File: src/rtl/fp_pkg.sv
// Shared definitions for the small-float expander.
//   state_t : controller states (IDLE, SHIFT, SIGN, DONE)
//   EXP_W   : exponent width of the input code
//   SIG_W   : significand width of the input code
//   MAG_W   : width of the unsigned magnitude; holds 15 * 2^7 = 1920 exactly
package fp_pkg;

  localparam int unsigned EXP_W = 3;
  localparam int unsigned SIG_W = 4;
  localparam int unsigned MAG_W = 11;

  typedef enum logic [1:0] {
    IDLE,
    SHIFT,
    SIGN,
    DONE
  } state_t;

endpackage

File: src/rtl/fp_negate.sv
// Combinational sign application: zero-extends the magnitude to OUT_W bits
// and negates it in two's complement when sgn is set.
//   sgn : 1 = negative result
//   mag : unsigned magnitude (MAG_W bits)
//   res : OUT_W-bit two's-complement result
module fp_negate
  import fp_pkg::*;
#(
  parameter int unsigned OUT_W = 12
) (
  input  logic             sgn,
  input  logic [MAG_W-1:0] mag,
  output logic [OUT_W-1:0] res
);

  logic [OUT_W-1:0] ext;

  // A negative zero negates to zero, so no special case is needed.
  always_comb begin
    ext = OUT_W'(mag);
    res = sgn ? -ext : ext;
  end

endmodule

File: src/rtl/fp_expander.sv
// Expands a sign/exponent/significand float code into a linear
// two's-complement value D = (-1)^S * F * 2^E, one shift per clock.
//   clk       : system clock, rising edge
//   rst       : asynchronous active-high reset
//   in_valid  : code present on S/E/F
//   in_ready  : block idle, can accept a code
//   S, E, F   : sign, exponent, significand of the code
//   out_valid : D holds a completed result (held until out_ready)
//   out_ready : downstream consumes D
//   D         : OUT_W-bit two's-complement result, retained until overwritten
module fp_expander
  import fp_pkg::*;
#(
  parameter int unsigned OUT_W = 12
) (
  input  logic             clk,
  input  logic             rst,
  input  logic             in_valid,
  output logic             in_ready,
  input  logic             S,
  input  logic [EXP_W-1:0] E,
  input  logic [SIG_W-1:0] F,
  output logic             out_valid,
  input  logic             out_ready,
  output logic [OUT_W-1:0] D
);

  state_t           state;
  state_t           state_nx;
  logic [MAG_W-1:0] mag;
  logic [EXP_W-1:0] cnt;
  logic             sgn;
  logic [OUT_W-1:0] signed_val;
  logic             accept;

  assign accept = in_valid && in_ready;

  fp_negate #(
    .OUT_W(OUT_W)
  ) u_negate (
    .sgn(sgn),
    .mag(mag),
    .res(signed_val)
  );

  // State register
  always_ff @(posedge clk or posedge rst) begin
    if (rst) begin
      state <= IDLE;
    end else begin
      state <= state_nx;
    end
  end

  // Next-state logic
  always_comb begin
    state_nx = state;
    unique case (state)
      IDLE:  if (accept) state_nx = SHIFT;
      SHIFT: if (cnt == '0) state_nx = SIGN;
      SIGN:  state_nx = DONE;
      DONE:  if (out_ready) state_nx = IDLE;
      default: state_nx = IDLE;
    endcase
  end

  // Handshake outputs decoded from state
  always_comb begin
    in_ready  = (state == IDLE);
    out_valid = (state == DONE);
  end

  // Datapath: capture, shift, and result registers
  always_ff @(posedge clk or posedge rst) begin
    if (rst) begin
      mag <= '0;
      cnt <= '0;
      sgn <= 1'b0;
      D   <= '0;
    end else begin
      case (state)
        IDLE: begin
          if (accept) begin
            mag <= MAG_W'(F);
            cnt <= E;
            sgn <= S;
          end
        end
        SHIFT: begin
          if (cnt != '0) begin
            mag <= mag << 1;
            cnt <= cnt - 3'd1;
          end
        end
        SIGN:    D <= signed_val;
        default: ;
      endcase
    end
  end

endmodule

File: config.mk
export PLATFORM = sky130hd
export DESIGN_NAME = fp_expander
export DESIGN_NICKNAME = d
export VERILOG_FILES = /design/src/rtl/fp_pkg.sv /design/src/rtl/fp_negate.sv /design/src/rtl/fp_expander.sv
export SDC_FILE = /design/constraint.sdc
export NUM_CORES = 1
export LEC_CHECK = 0
export ABC_AREA = 1
export CAP_MARGIN = 15
export CORE_MARGIN = 5
export CORE_UTILIZATION = 47
export CTS_BUF_LIST = sky130_fd_sc_hd__clkbuf_4 sky130_fd_sc_hd__clkbuf_8 sky130_fd_sc_hd__clkbuf_16
export CTS_CLUSTER_SIZE = 24
export DETAILED_ROUTE_END_ITERATION = 12
export GPL_TIMING_DRIVEN = 0
export PLACE_DENSITY = 0.8
export SYNTH_ARGS = -nofsm -noshare
export SYNTH_HDL_FRONTEND = slang
export SYNTH_SLANG_ARGS = --single-unit
File: constraint.sdc
create_clock -name clk -period 1.3 [get_ports clk]
set_input_delay 0.26 -clock clk [delete_from_list [all_inputs] [get_ports clk]]
set_output_delay 0.26 -clock clk [all_outputs]
set_load 0.01 [all_outputs]
==> impl_metrics.toml <==
[run_status]
outcome = "finished with violations"
violations = "negative setup slack"

[clocking]
cts_inserted_buffers = 5
clock_sinks = 29
ctsHoldBuffers = 0
cts_root_buf = "clkbuf_4"
insertion_delay_ns = 0.34
path_clk_slew_ns = 0.09
tritoncts = "yes"
htree_levels = 2
cts.path.max_buffers = 2

[global_routing]
grt_max_degree = 30
grt_util_met3 = 0.0476
overflow = 0
grt_antenna_before_repair = 0
use_met2 = 0.337
grtUsageMet1 = 0.201
track_usage = 0.190
grt_pass1_wl_um = 6380
grt_pass1_vias = 1455
busiest_layer = "met2"

[worst_setup_path]
path_cells = "buf_6 > ha_4 > nand2_4 > o21ai_2 > nand2_2 > clkinv_4 > buf_6 > nand3_1 > o21ai_1"
required_ns = 1.52
r2r-start = "state[0]"
slowest_delay_ns = 0.46
path_max_fanout = 7
start_kind = "flip-flop"
cp_data_arrival_time_ns = 1.79
critPathKind = "flip-flop to flip-flop"
r2r-end = "mag[9]"
reg2reg_depth = 9
crit_slowest_cell = "dfrtp_2"
critPathCaptureType = "flip-flop"
cp_common_cell = "buf_6"
rrSetupSlack_ns = -0.27

[sta]
fin_crit_sh = 1.21
min_period_ns = 1.57
worst_slew_pin_slew_ns = 0.630
rsz0062_at_grt = "true"
clock.fmax_mhz = 637
clock_skew_ns = 0.00720
max_slew_margin = 0.579
final-max-slew-violation-count = 0
final-hold-violation-count = 0
setup_ws_ns = -0.271
finalSetupViolations = 16

[floorplan]
core_area_um2 = 3310
fp-row-count = 21
die-height_um = 68.2
die_w_um = 68.2
initial_core_util = 0.480
num_io_pins = 26
dieArea_um2 = 4650

[hold_path]
hold_class = "input pin to async pin"

[synthesis]
syn_area_per_cell_um2 = 7.91
synthCells = 201
ys_seq_area_frac = 0.456
synth-seq-cells = 29
netlist_area_um2 = 1590
synth_cell_types = 17
yosys_warnings = 0
syn_nets = 221

[layout]
layout_common_cells = "nand2_1 (46), dfrtp_1 (28), o21ai_2 (17), nor2_1 (17), inv_1 (16)"
final_area_um2 = 2350
final_common_cell = "nand2_1"
antenna_cells = 0
drive_gt1_frac = 0.327
fill_cells = 256
fin_cells = 294
finalNetCount = 268
area_growth_pct = 47.5

[place]
placed_area_um2 = 1960
globalplace.congestion = 0.851
dpl.hpwl_um = 2360
dp.cells = 272
portBuffers = 25

[drt]
drt_iter0_drc = 59
viasPerCell = 5.07
drc = 0
routed_wl_um = 4130
vias = 1492
ant_nets = 0
dr.pass1.iters = 4
wire_per_inst_um = 14.0

[run]
max_cap_viol_count = 0

[pwr]
ir_worst_vdd_v = 0.00162
powerDensity_nw_per_um2 = 2730
p_leak_uw = 0.00114
-- how the worst max path moves through the flow --
stage,cells past startpoint,end,slack [ns],from
after global routing,10,mag[9],-0.28,state[1]
final,9,mag[9],-0.27,state[0]
after floorplan,9,mag[9],-0.04,state[1]
after CTS,11,mag[10],-0.18,cnt[0]
after detailed placement,2,mag[10],-0.29,rst
after global placement,2,cnt[1],-0.27,rst
-- routing by layer --
layer  share of wire  vias up
li1                -      733
met1            0.38      703
met2            0.54       45
met3           0.050       11
met4           0.026        0
met5               0        -
-- logic make-up (layout without fill, tap and decap cells) --
logic type	after synthesis	in the layout	synth area share
XOR/XNOR	3	3	0.0165
adder cells (fa/ha/maj)	8	8	0.0629
AO/OA/AOI/OAI	35	35	0.129
AND/OR/NAND/NOR	92	92	0.236
flip-flops	29	29	0.456
buffers and inverters	34	81	0.0991
-- area by class of cell --
type / count / area, um2 / share of cell area
timing repair buffer: 43 / 443 / 0.189
sequential: 29 / 727 / 0.310
clock buffer: 7 / 58.8 / 0.0251
buffer: 4 / 42.5 / 0.0181
tap: 46 / 57.6 / 0.0245
multi-input combinational: 138 / 900 / 0.383
inverter: 27 / 118 / 0.0501
-- worst max-delay path: cells and delay by family (launching register included) --
family                     cells  cell delay, ns
AOI/OAI and AO/OA              2            0.14
DFF                            1            0.46
adders and majority gates      1            0.17
buffers and inverters          3            0.42
and+or+nand+nor                3            0.25
-- flip-flops by register name, summed over array words and instances (netlist names) --
name / flops
mag: 11
state: 2
sgn: 1
cnt: 3
D: 12
-- where the power goes --
| group | internal, uW | switching (uW) |
|---|---|---|
| sequential | 1290 | 254 |
| combinational | 2000 | 2280 |
| clock | 275 | 307 |
| total | 3570 | 2840 |
-- stage by stage --
stage | setup TNS (ns) | total power, uW | utilization | hold slack (ns) | worst slack (ns)
finish | -3.18 | 6410 | 0.709 | 0.348 | -0.271
global route | -3.90 | 6850 | 0.709 | 0.391 | -0.283
CTS | -2.37 | 6140 | 0.690 | 0.368 | -0.182
detailed placement | -12.97 | 4530 | 0.591 | 0.467 | -0.286
global placement | -12.35 | 4470 | 0.591 | 0.461 | -0.273
floorplan | -0.593 | 3650 | - | 0.338 | -0.0379
-- what timing repair did --
item,4_1_cts,5_1_grt
gates cloned,3,0
hold endpoints to repair,0,0
gates resized for setup,60,32
pin swaps,6,9
setup endpoints to repair,42,35
buffers inserted,13,3
-- cell usage after synthesis --
library cell | n | area share
o211ai_1 | 1 | 0.0047
o21ai_0 | 15 | 0.047
buf_2 | 4 | 0.013
ha_1 | 8 | 0.063
inv_1 | 26 | 0.061
buf_6 | 3 | 0.021
nand2_2 | 2 | 0.0079
xor2_1 | 3 | 0.017
nand3_1 | 20 | 0.063
a21oi_1 | 3 | 0.0094
inv_4 | 1 | 0.0039
o21ai_2 | 7 | 0.039
o21ai_1 | 8 | 0.025
dfrtp_1 | 29 | 0.46
nand2_1 | 53 | 0.13
a31oi_1 | 1 | 0.0039
nor2_1 | 17 | 0.040
No activity file was read; power rests on OpenSTA's default activity.
